<file path="config.mk">
export PLATFORM = sky130hd
export DESIGN_NAME = decode_scan
export DESIGN_NICKNAME = d
export VERILOG_FILES = /design/src/rtl/decode_scan.sv
export SDC_FILE = /design/constraint.sdc
export NUM_CORES = 1
export LEC_CHECK = 0
export ABC_CLOCK_PERIOD_IN_PS = 1970
export CAP_MARGIN = 20
export CORE_AREA = 2 2 39 41
export CTS_CLUSTER_SIZE = 40
export DETAILED_ROUTE_END_ITERATION = 10
export DIE_AREA = 0 0 41 43
export HOLD_SLACK_MARGIN = 0.02
export PLACE_DENSITY = 0.62
export SKIP_CTS_REPAIR_TIMING = 1
export SLEW_MARGIN = 25
export SYNTH_ARGS = -nofsm -noshare
export SYNTH_HDL_FRONTEND = slang
export SYNTH_SLANG_ARGS = --single-unit
</file>
<file path="constraint.sdc">
create_clock -name clk -period 1.97 [get_ports clk]
set_clock_uncertainty 0.2 [all_clocks]
set_input_delay 0.197 -clock clk [delete_from_list [all_inputs] [get_ports clk]]
set_output_delay 0.197 -clock clk [all_outputs]
set_load 0.01 [all_outputs]
</file>
<file path="src/rtl/decode_scan.sv">
// rtl/decode_scan.sv - registered N-to-2^N one-hot decoder with auto-scan mode
//
// Purpose: clocked one-hot (or one-cold) decoder. In mode 0 it decodes `a`;
// in mode 1 an internal index steps through every output, dwelling DWELL
// enabled cycles on each one.
//
// Parameters:
//   N          select/index width, 2^N outputs (1..6)
//   DWELL      enabled cycles each output stays active in scan mode (>=1)
//   ACTIVE_LOW 0: selected bit is 1, others 0; 1: all bits inverted
// Ports:
//   clk   rising-edge clock
//   rst_n asynchronous active-low reset
//   en    1 = drive selected output; 0 = all outputs inactive, state held
//   mode  0 = direct decode of `a`; 1 = auto-scan
//   a     address decoded in mode 0
//   y     registered decoded outputs
//   idx   registered index currently selected
//   wrap  one-cycle pulse when the scan index wraps from 2^N-1 to 0
module decode_scan #(
  parameter int N          = 2,
  parameter int DWELL      = 4,
  parameter int ACTIVE_LOW = 0
) (
  input  logic              clk,
  input  logic              rst_n,
  input  logic              en,
  input  logic              mode,
  input  logic [N-1:0]      a,
  output logic [(1<<N)-1:0] y,
  output logic [N-1:0]      idx,
  output logic              wrap
);

  localparam int M   = 1 << N;
  localparam int DCW = (DWELL > 1) ? $clog2(DWELL) : 1;
  localparam logic [DCW-1:0] DMAX     = DCW'(DWELL - 1);
  localparam logic [M-1:0]   INACTIVE = {M{ACTIVE_LOW != 0}};
  localparam logic [M-1:0]   ONE      = M'(1);

  logic [DCW-1:0] dcnt;
  logic [DCW-1:0] dcnt_nxt;
  logic [N-1:0]   idx_nxt;
  logic           wrap_nxt;
  logic [M-1:0]   y_nxt;

  always_comb begin
    dcnt_nxt = dcnt;
    idx_nxt  = idx;
    wrap_nxt = 1'b0;
    y_nxt    = INACTIVE;
    if (en) begin
      if (!mode) begin
        idx_nxt  = a;
        dcnt_nxt = '0;
      end else if (dcnt == DMAX) begin
        // Step edge: advance the index; wrap marks the return to output 0.
        dcnt_nxt = '0;
        idx_nxt  = idx + N'(1);
        wrap_nxt = (idx == {N{1'b1}});
      end else begin
        dcnt_nxt = dcnt + DCW'(1);
      end
      // Decode from the next index so y, idx and wrap always change together.
      y_nxt = (ONE << idx_nxt) ^ INACTIVE;
    end
  end

  always_ff @(posedge clk or negedge rst_n) begin
    if (!rst_n) begin
      idx  <= '0;
      dcnt <= '0;
      wrap <= 1'b0;
      y    <= INACTIVE;
    end else begin
      idx  <= idx_nxt;
      dcnt <= dcnt_nxt;
      wrap <= wrap_nxt;
      y    <= y_nxt;
    end
  end

endmodule

</file>
==> flow_metrics.py <==
metrics = {
    "route": {
        "drc": 0,
        "drt_iter0_markers": 6,
        "postRouteAntennaNets": 0,
        "num_vias": 331,
        "finalWirelength_microns": 764,
        "wl_per_cell_microns": 10.91,
        "drt_first_pass_iters": 3,
        "routed_via_density": 4.729,
    },
    "grt": {
        "antenna_found_initial": 0,
        "globalRouteOverflowTotal": 0,
        "top_usage_layer": "met1",
        "grt_pass1_vias": 302,
        "grt_start_max_net_pins": 10,
        "grt_pass1_wl_microns": 1248,
        "grtUsageMet2": 0.1344,
        "grtUsageTotal": 0.1045,
        "grt_util_met1": 0.1495,
        "use_met3": 0.04712,
    },
    "final_layout": {
        "final_cell_mix": "clkdlybuf4s50_1 (12), dfrtp_1 (9), nor2_1 (7), ha_1 (3), clkbuf_4 (3)",
        "final_util": 0.4268,
        "drive_above_1_share": 0.1111,
        "area_growth_pct": 39.23,
        "diodes": 0,
        "multi_input_area_sq_um": 195.2,
        "final_common_cell": "clkdlybuf4s50_1",
        "nets": 64,
        "seq_area_sq_um": 225.2,
        "fillers": 139,
    },
    "clocking": {
        "numCtsBuffers": 3,
        "htree_levels": 1,
        "clock_path_buffers": 2,
        "cts_tree": "built",
        "clock_sinks": 9,
        "clock_tree.root_cell": "clkbuf_4",
        "clk_pin_slew_ns": 0.06,
        "insertion_delay_ns": 0.25,
    },
    "floorplanning": {
        "start_util": 0.3065,
        "fp.dieH_microns": 43,
        "fp.coreArea_sq_mm": 0.001384,
        "die_area_sq_mm": 0.001763,
        "rows": 14,
        "die_w_microns": 41,
        "io_pins": 13,
    },
    "timing": {
        "finalHoldViolations": 0,
        "setup_slack_ns": 0.2671,
        "setup_viol": 0,
        "hold_slack_ns": 0.03543,
        "max_freq_ghz": 0.5872,
        "max_slew_margin": 0.7335,
        "slew_viol_final": 0,
        "worst_pin_slew_ns": 0.3985,
        "period_needed_ns": 1.703,
        "rsz0062_at_grt": "false",
        "finalCritPeriodShare": 0.8644,
        "setup_tns_ns": 0,
    },
    "logic_synthesis": {
        "syn_avg_cell_area_sq_um": 11.16,
        "ys_seq_area_frac": 0.5310,
        "synthesis.area_sq_um": 424.2,
        "synth_cell_types": 19,
        "yosys_warnings": 0,
        "synth-seq-cells": 9,
        "synthCells": 38,
        "synth_fp_nets": 47,
    },
    "power_and_ir_drop": {
        "p_leak_nw": 0.2686,
        "ir_drop_v": 0.0003514,
        "totalPowerFinal_mw": 0.4855,
        "p_per_area_mw_per_mm2": 822.0,
    },
    "worst_setup_path": {
        "critPathKind": "reg -> out",
        "crit_family": "buffers and inverters",
        "max_stage_delay_ns": 0.59,
        "worstPathRequired_ns": 1.57,
        "arrival_ns": 1.31,
        "crit_chain": "clkdlybuf4s50_1",
        "start_kind": "flip-flop",
        "end_kind": "output port",
        "critPathBufInv": 1,
        "cp_slowest_cell": "clkdlybuf4s50_1",
        "crit_fanout": 8,
    },
    "run": {
        "drv_cap": 0,
    },
    "placement": {
        "dp.final_hpwl_microns": 609.1,
        "place_ws_ns": 0.3061,
        "place_congestion": 0.7546,
        "io_buffers": 12,
    },
    "hold_path": {
        "hp-class": "in -> async",
    },
    "status": {
        "outcome": "finished, final reports clean",
    },
}
-- logic make-up after synthesis --
family,Yosys count,synth area share
buffers and inverters,1,0.008841
adders and majority gates,3,0.08851
muxes,2,0.05015
and+or+nand+nor,13,0.1534
DFF,9,0.5310
xor gates and xnor gates,1,0.02065
AOI/OAI and AO/OA,9,0.1475
-- registers in the layout, indices dropped and copies added, names as in the netlist --
signal	flops
dcnt	2
idx	2
wrap	1
y	4
-- per-stage QoR --
stage               instance area (sq um)  cells
detailed placement                  564.3     66
global placement                    564.3     66
finish                              590.6     70
global route                        590.6     70
floorplan                           424.2     38
CTS                                 590.6     70
-- worst paths after layout --
check,from,to,slack [ns],depth (start not counted)
min in group clk,dcnt[1],dcnt[1],0.35,1
max in group asynchronous,rst_n,wrap,1.26,1
worst max register to register,idx[0],idx[1],0.30,4
worst min-delay path,rst_n,y[2],0.04,1
worst max-delay path,idx[0],idx[0],0.27,1
worst min register to register,dcnt[1],dcnt[1],0.35,1
-- area by class of cell --
cell class,instances,share of cell area
multi-input cells,28,0.3305
clock buffers,4,0.04449
repair buffers,12,0.2034
flip-flops and latches,9,0.3814
inverters,1,0.006356
well taps,16,0.03390
-- cell usage after synthesis --
cell type	count	area share
a21o_2	1	0.021
o21ai_0	2	0.024
mux2_2	1	0.027
nor3b_1	1	0.018
nor2_1	7	0.062
a21o_1	1	0.018
nand3_1	1	0.012
inv_1	1	0.0088
xnor2_1	1	0.021
nand2b_1	2	0.029
a21oi_1	1	0.012
a211oi_1	1	0.018
dfrtp_1	9	0.53
and3_2	1	0.018
ha_1	3	0.089
mux2i_1	1	0.024
and2_1	1	0.015
a22o_1	2	0.041
a31oi_1	1	0.015
-- where the power goes --
group | internal (mW) | switching, mW
sequential | 0.206 | 0.0202
clock | 0.0779 | 0.0620
combinational | 0.0686 | 0.0505
-- per-layer routing --
layer	share of wire	wire length [microns]
met1	0.51	388
met2	0.44	338
met3	0.048	37
met4	0	0
met5	0	0
Power figures use the tool's default switching activity.
